### src/rtl/ifetch_controller_pkg.sv
// Shared types and constants for the instruction fetch controller.
// The FSM state encoding is exported so benches can observe the controller state.
package ifetch_controller_pkg;

  typedef enum logic {
    ST_FETCH  = 1'b0,
    ST_HALTED = 1'b1
  } state_t;

  localparam logic [31:0] PC_STEP = 32'd4;
  localparam int          WAIT_W  = 3;

endpackage

### src/rtl/ifetch_controller_fetch_wait_counter.sv
// Wait-state down-counter: reloads on demand, counts down to zero and holds there.
// o_zero tells the fetch logic that the memory address has been held long enough.
module fetch_wait_counter
  import ifetch_controller_pkg::*;
#(
  parameter logic [WAIT_W-1:0] RELOAD = '0
) (
  input  logic clk,
  input  logic reset,
  input  logic i_reload,
  input  logic i_dec,
  output logic o_zero
);

  logic [WAIT_W-1:0] r_cnt;

  always_ff @(posedge clk) begin
    if (reset) begin
      r_cnt <= RELOAD;
    end else if (i_reload) begin
      r_cnt <= RELOAD;
    end else if (i_dec && (r_cnt != '0)) begin
      r_cnt <= r_cnt - 1'b1;
    end
  end

  assign o_zero = (r_cnt == '0);

endmodule

### src/rtl/ifetch_controller.sv
// Fetch sequencer for the MIPS core: owns the fetch PC, models memory wait states,
// and hands each fetched word to decode through a one-entry valid/ready buffer.
//
// Handshake: a word moves to decode on any rising edge where instr_valid && instr_ready;
// while instr_valid is high and instr_ready is low, instr_out/pc_out do not change.
module ifetch_controller
  import ifetch_controller_pkg::*;
#(
  parameter logic [31:0] RESET_PC    = 32'h0000_0000,
  parameter int          WAIT_STATES = 0
) (
  input  logic        clk,
  input  logic        reset,
  output logic [31:0] imem_addr,
  input  logic [31:0] imem_instr,
  output logic [31:0] instr_out,
  output logic [31:0] pc_out,
  output logic        instr_valid,
  input  logic        instr_ready,
  input  logic        branch_taken,
  input  logic [31:0] branch_target,
  input  logic        halt_req,
  output logic        halted,
  output logic        align_err,
  output logic [31:0] fetch_count,
  output state_t      dbg_state
);

  localparam logic [WAIT_W-1:0] WAIT_INIT = WAIT_STATES[WAIT_W-1:0];

  state_t      r_state;
  logic [31:0] r_fetch_pc;
  logic [31:0] r_instr;
  logic [31:0] r_pc_out;
  logic        r_valid;
  logic        r_halted;
  logic        r_align_err;
  logic [31:0] r_fetch_count;

  logic w_in_fetch;
  logic w_wait_zero;
  logic w_xfer;
  logic w_redirect;
  logic w_load;

  assign w_in_fetch = (r_state == ST_FETCH);
  assign w_xfer     = r_valid && instr_ready;
  // halt_req outranks a same-cycle branch, so it also suppresses the redirect.
  assign w_redirect = w_in_fetch && branch_taken && !halt_req;
  assign w_load     = w_in_fetch && w_wait_zero && (!r_valid || instr_ready)
                      && !branch_taken && !halt_req;

  fetch_wait_counter #(
    .RELOAD (WAIT_INIT)
  ) u_wait (
    .clk      (clk),
    .reset    (reset),
    .i_reload (w_load || w_redirect),
    .i_dec    (w_in_fetch),
    .o_zero   (w_wait_zero)
  );

  always_ff @(posedge clk) begin
    if (reset) begin
      r_state       <= ST_FETCH;
      r_fetch_pc    <= RESET_PC;
      r_instr       <= '0;
      r_pc_out      <= '0;
      r_valid       <= 1'b0;
      r_halted      <= 1'b0;
      r_align_err   <= 1'b0;
      r_fetch_count <= '0;
    end else begin
      r_align_err <= w_redirect && (|branch_target[1:0]);
      if (w_xfer) begin
        r_fetch_count <= r_fetch_count + 32'd1;
      end

      case (r_state)
        ST_FETCH: begin
          if (halt_req) begin
            r_state  <= ST_HALTED;
            r_halted <= 1'b1;
          end
          if (w_redirect) begin
            r_fetch_pc <= {branch_target[31:2], 2'b00};
            r_valid    <= 1'b0;
          end else if (w_load) begin
            r_instr    <= imem_instr;
            r_pc_out   <= r_fetch_pc;
            r_valid    <= 1'b1;
            r_fetch_pc <= r_fetch_pc + PC_STEP;
          end else if (w_xfer) begin
            r_valid <= 1'b0;
          end
        end
        ST_HALTED: begin
          // Drain the pending word, if any; nothing new is fetched.
          if (w_xfer) begin
            r_valid <= 1'b0;
          end
        end
        default: begin
          r_state <= ST_FETCH;
        end
      endcase
    end
  end

  assign imem_addr   = r_fetch_pc;
  assign instr_out   = r_instr;
  assign pc_out      = r_pc_out;
  assign instr_valid = r_valid;
  assign halted      = r_halted;
  assign align_err   = r_align_err;
  assign fetch_count = r_fetch_count;
  assign dbg_state   = r_state;

endmodule

### config.mk
export PLATFORM = sky130hd
export DESIGN_NAME = ifetch_controller
export DESIGN_NICKNAME = d
export VERILOG_FILES = /design/src/rtl/ifetch_controller_pkg.sv /design/src/rtl/ifetch_controller_fetch_wait_counter.sv /design/src/rtl/ifetch_controller.sv
export SDC_FILE = /design/constraint.sdc
export NUM_CORES = 1
export LEC_CHECK = 0
export BUFFER_PORTS_ARGS = -buffer_cell sky130_fd_sc_hd__buf_2
export CAP_MARGIN = 20
export CORE_MARGIN = 2
export CORE_UTILIZATION = 45
export DETAILED_ROUTE_END_ITERATION = 16
export PLACE_DENSITY = 0.76
export SETUP_SLACK_MARGIN = 0.4
export SKIP_CTS_REPAIR_TIMING = 1
export SYNTH_ARGS = -nofsm -noshare
export SYNTH_HDL_FRONTEND = slang
export SYNTH_HIERARCHICAL = 1
export SYNTH_SLANG_ARGS = --single-unit
### constraint.sdc
create_clock -name clk -period 6.3 [get_ports clk]
set_clock_uncertainty 0.15 [all_clocks]
set_input_delay 0.63 -clock clk [delete_from_list [all_inputs] [get_ports clk]]
set_output_delay 0.63 -clock clk [all_outputs]
set_load 0.02 [all_outputs]
# Word-level counts from Yosys, hierarchy flattened
# Cells that the tools add are included.
# totals
register_bits	135
inputBits	69
wordCells	44
out_inout_bits	132
# op_classes
bitwise_logic	2
addsub	3
n_reduce_logical	22
n_mux	8
# op_table
op	n
32-bit two-way mux	2
32-bit by 1-bit adder with 32-bit output, second input constant	1
32-bit by 3-bit adder with 32-bit output, second input constant	1
1-bit logical AND	9
1-bit two-way mux	5
2-bit AND reduction	2
2-bit OR reduction	2
1-bit logical NOT	3
3-bit logical NOT	1
3-bit AND reduction	1
3-bit nonzero test	1
3-bit by 1-bit subtractor with 3-bit output, second input constant	1
1-bit logical OR	2
1-bit NOT	2
1-bit case mux with 2 select lines	1
2-bit nonzero test	1

# Longest topological paths before layout
# depth
word_depth	8
mapped_depth	9
depth_no_buf	8

# By module
# Netlist, hierarchy kept.
# modules_own_cells
mod	seq_area_each_um2	cells_per_inst	area_per_inst_um2	instances
ifetch_controller	2562.5	690	5475.3	1
fetch_wait_counter	60.1	15	156.4	1

# Worst setup path after synthesis
# No wires, ideal clock.
# synth_path
path_kind	reg-to-reg
from	register r_fetch_pc[3], in the netlist imem_addr[3]
to	register r_fetch_pc[22], in the netlist imem_addr[22]
setup_ns	0.091
path_stages_with_launch	8
path_slack_ns	3.723
t_arrival_ns	2.336
path_buffers	1
t_required_ns	6.059
cell_sequence	dfxtp_1 > ha_1 > nand3_1 > or2_1 > buf_6 > or4_4 > or3_1 > a311oi_1
# synth_between
elab_chain_cells	3
# synth_lines
item	line	rtl
from (decl)	ifetch_controller.sv:32	logic [31:0] r_fetch_pc;
from (signal assigned)	ifetch_controller.sv:86	r_fetch_pc <= {branch_target[31:2], 2'b00};
from (signal assigned)	ifetch_controller.sv:92	r_fetch_pc <= r_fetch_pc + PC_STEP;
32-bit by 3-bit adder with 32-bit output	ifetch_controller.sv:92	
32-bit two-way mux	ifetch_controller.sv:88	end else if (w_load) begin
32-bit two-way mux	ifetch_controller.sv:85	if (w_redirect) begin
# Every way passes these cells. The select of a mux whose other input is x is not followed.
# A chain may end at the register's enable or synchronous reset.

# Worst setup path in the final report
# layout_path
from	register r_fetch_pc[2], in the netlist imem_addr[2]
to	register r_fetch_pc[22], in the netlist imem_addr[22]
# The elaborated chain is that of the path after synthesis.

==> flow_metrics.tcl <==
set metrics [dict create \
    outcome "complete, no violations" \
    firstDrtPassIters 5 \
    track_usage_pct 22.7 \
    die_width_um 116 \
    syn_area_per_cell_um2 7.99 \
    overflow 0 \
    setup_tns_ns 0 \
    ios 201 \
    synth_edf_count 0 \
    drtIter0Drc 461 \
    timing.slew.headroom_pct 41.3 \
    worst_hold_path_type "reg -> reg" \
    netlist_instances 705 \
    leakagePower_uw 0.00302 \
    cp-end-kind "register" \
    maxSlewViolCount 0 \
    powerDensity_nw_per_um2 314 \
    start_kind "register" \
    synth_warnings 6 \
    antenna_found_initial 0 \
    clock-root-buffer "clkbuf_16" \
    cts_tree "built" \
    area_delta_synth_final_pct 28.6 \
    cp.required_ns 6.47 \
    fin_nets 951 \
    drv_cap 0 \
    clk_path_buf_depth 2 \
    irDropWorstVdd_uv 174 \
    wl_per_cell_um 14.7 \
    cts.sinks 131 \
    wirelength_um 15600 \
    drc 0 \
    hpwlAfterDp_um 10500 \
    htree_num_levels 4 \
    drive_gt1_share_pct 26.9 \
    cts_buffers 17 \
    grt_pass1_vias 4839 \
    grt_max_degree 86 \
    grt_pass1_wl_um 24100 \
    gp_congestion 0.891 \
    fmax_mhz 366 \
    rsz0062_at_grt "false" \
    path_max_fanout 9 \
    vias 5570 \
    core_area_um2 12100 \
    cp.arrival_ns 2.90 \
    path_class "reg -> reg" \
    period_needed_ns 2.73 \
    synthFlopType "dfxtp_1" \
    antennaDiodeCount 0 \
    ant_nets 0 \
    hold_violations 0 \
    ys_types 48 \
    clk_latency_ns 0.41 \
    place_inst 1025 \
    rows 40 \
    dpl_worst_slack_ns 3.39 \
    setup_violations 0 \
    stdcell_count 1059 \
    fin_crit_sh_pct 43.4 \
    layout_setup_ws_ns 3.57 \
    tightest_slew_ns 0.873 \
    die_area_um2 13400 \
    ys_ff_latch 131 \
    ys_async_sr_fraction_pct 0 \
    syn_area_um2 5630 \
    path_clk_slew_ns 0.05 \
    die_h_um 116 \
    routed_via_density 5.26 \
    total_power_uw 2270 \
    port-buffer-count 196 \
    start_util_pct 46.5 \
    synth-seq-area-share_pct 46.6 \
]
==> cell type report <==
type | count | area [µm²]
Clock buffer | 29 | 551
Inverter | 14 | 52.6
Timing Repair Buffer | 201 | 1030
Fill cell | 1155 | 4870
Tap cell | 168 | 210
Multi-Input combinational cell | 513 | 2760
Clock inverter | 3 | 15.0
Sequential cell | 131 | 2620
==> worst paths after layout <==
kind | slack, ns | depth (start not counted) | from | endpoint
max | 3.57 | 6 | imem_addr[2] | imem_addr[22]
min | 0.30 | 2 | pc_out[5] | pc_out[5]
max reg2reg | 3.57 | 6 | imem_addr[2] | imem_addr[22]
min reg2reg | 0.30 | 2 | pc_out[5] | pc_out[5]
==> synth_stat cells, drive strengths merged, types with 4 or more instances <==
library cell	count	area (µm²)
a211oi	13	97.6
a21oi	91	455
a31oi	8	50.1
and3	12	75.1
and4	6	52.6
buf	13	73.8
clkbuf	37	139
dfxtp	131	2620
ha	4	50.1
inv	14	52.6
nand2	151	567
nand3	26	135
nand4	28	175
nor2	54	203
nor3	8	40.0
nor4	14	109
o21ai	13	65.1
o31ai	4	30.0
or3	9	56.3
or4	5	41.3
xnor2	17	149
xor2	20	175
==> worst max-delay path, stage by stage, from the launching register on <==
cell,delay [ns]
dfxtp_1,0.52
ha_1,0.32
nand3_1,0.11
or2_1,0.37
or4_4,0.59
or3_1,0.32
a311oi_1,0.26
==> cell usage in the layout, fill, tap and decap left out, drive strengths merged, types with 12 or more instances in the layout <==
cell	instances
xnor2	17
buf	201
nand2	151
nor2	54
nor4	14
inv	14
clkbuf	29
and3	12
a21oi	91
nand4	28
a211oi	13
nand3	26
dfxtp	131
xor2	20
o21ai	13
==> report_power, final <==
| part | internal (µW) | switching (µW) |
|---|---|---|
| Clock | 585 | 338 |
| Sequential | 888 | 49.6 |
| Combinational | 135 | 278 |
==> registers in the layout (all words and copies together), names as in the netlist <==
register	count
fetch_count	32
instr_out	32
imem_addr	30
pc_out	30
u_wait/r_cnt	3
align_err	1
dbg_state	1
halted	1
instr_valid	1
==> cell families after synthesis <==
kind of cell / count (synthesis) / share of synthesized area (%)
buf+inv: 64 / 4.71
simple gates: 323 / 27.1
compound gates: 145 / 14.9
flops: 131 / 46.6
other cells: 1 / 0.0666
xor+xnor: 37 / 5.75
fa+ha+maj: 4 / 0.889
==> per-stage QoR <==
stage | instance area (µm²) | util (%) | hold slack [ns]
final | 7240 | 59.8 | 0.298
after floorplan | 5640 | - | 0.329
after global placement | 6650 | 54.9 | 0.289
after global routing | 7240 | 59.8 | 0.295
after CTS | 7220 | 59.6 | 0.284
after detailed placement | 6650 | 54.9 | 0.293
==> per-layer routing <==
layer / vias to the layer above / share of wire, % / track usage (%)
li1: 2786 / - / -
met1: 2552 / 45 / 30.1
met2: 210 / 46 / 34.9
met3: 22 / 7.6 / 7.11
met4: 0 / 1.5 / 8.10
met5: - / 0 / 0
(Power assumes the default switching activity.)
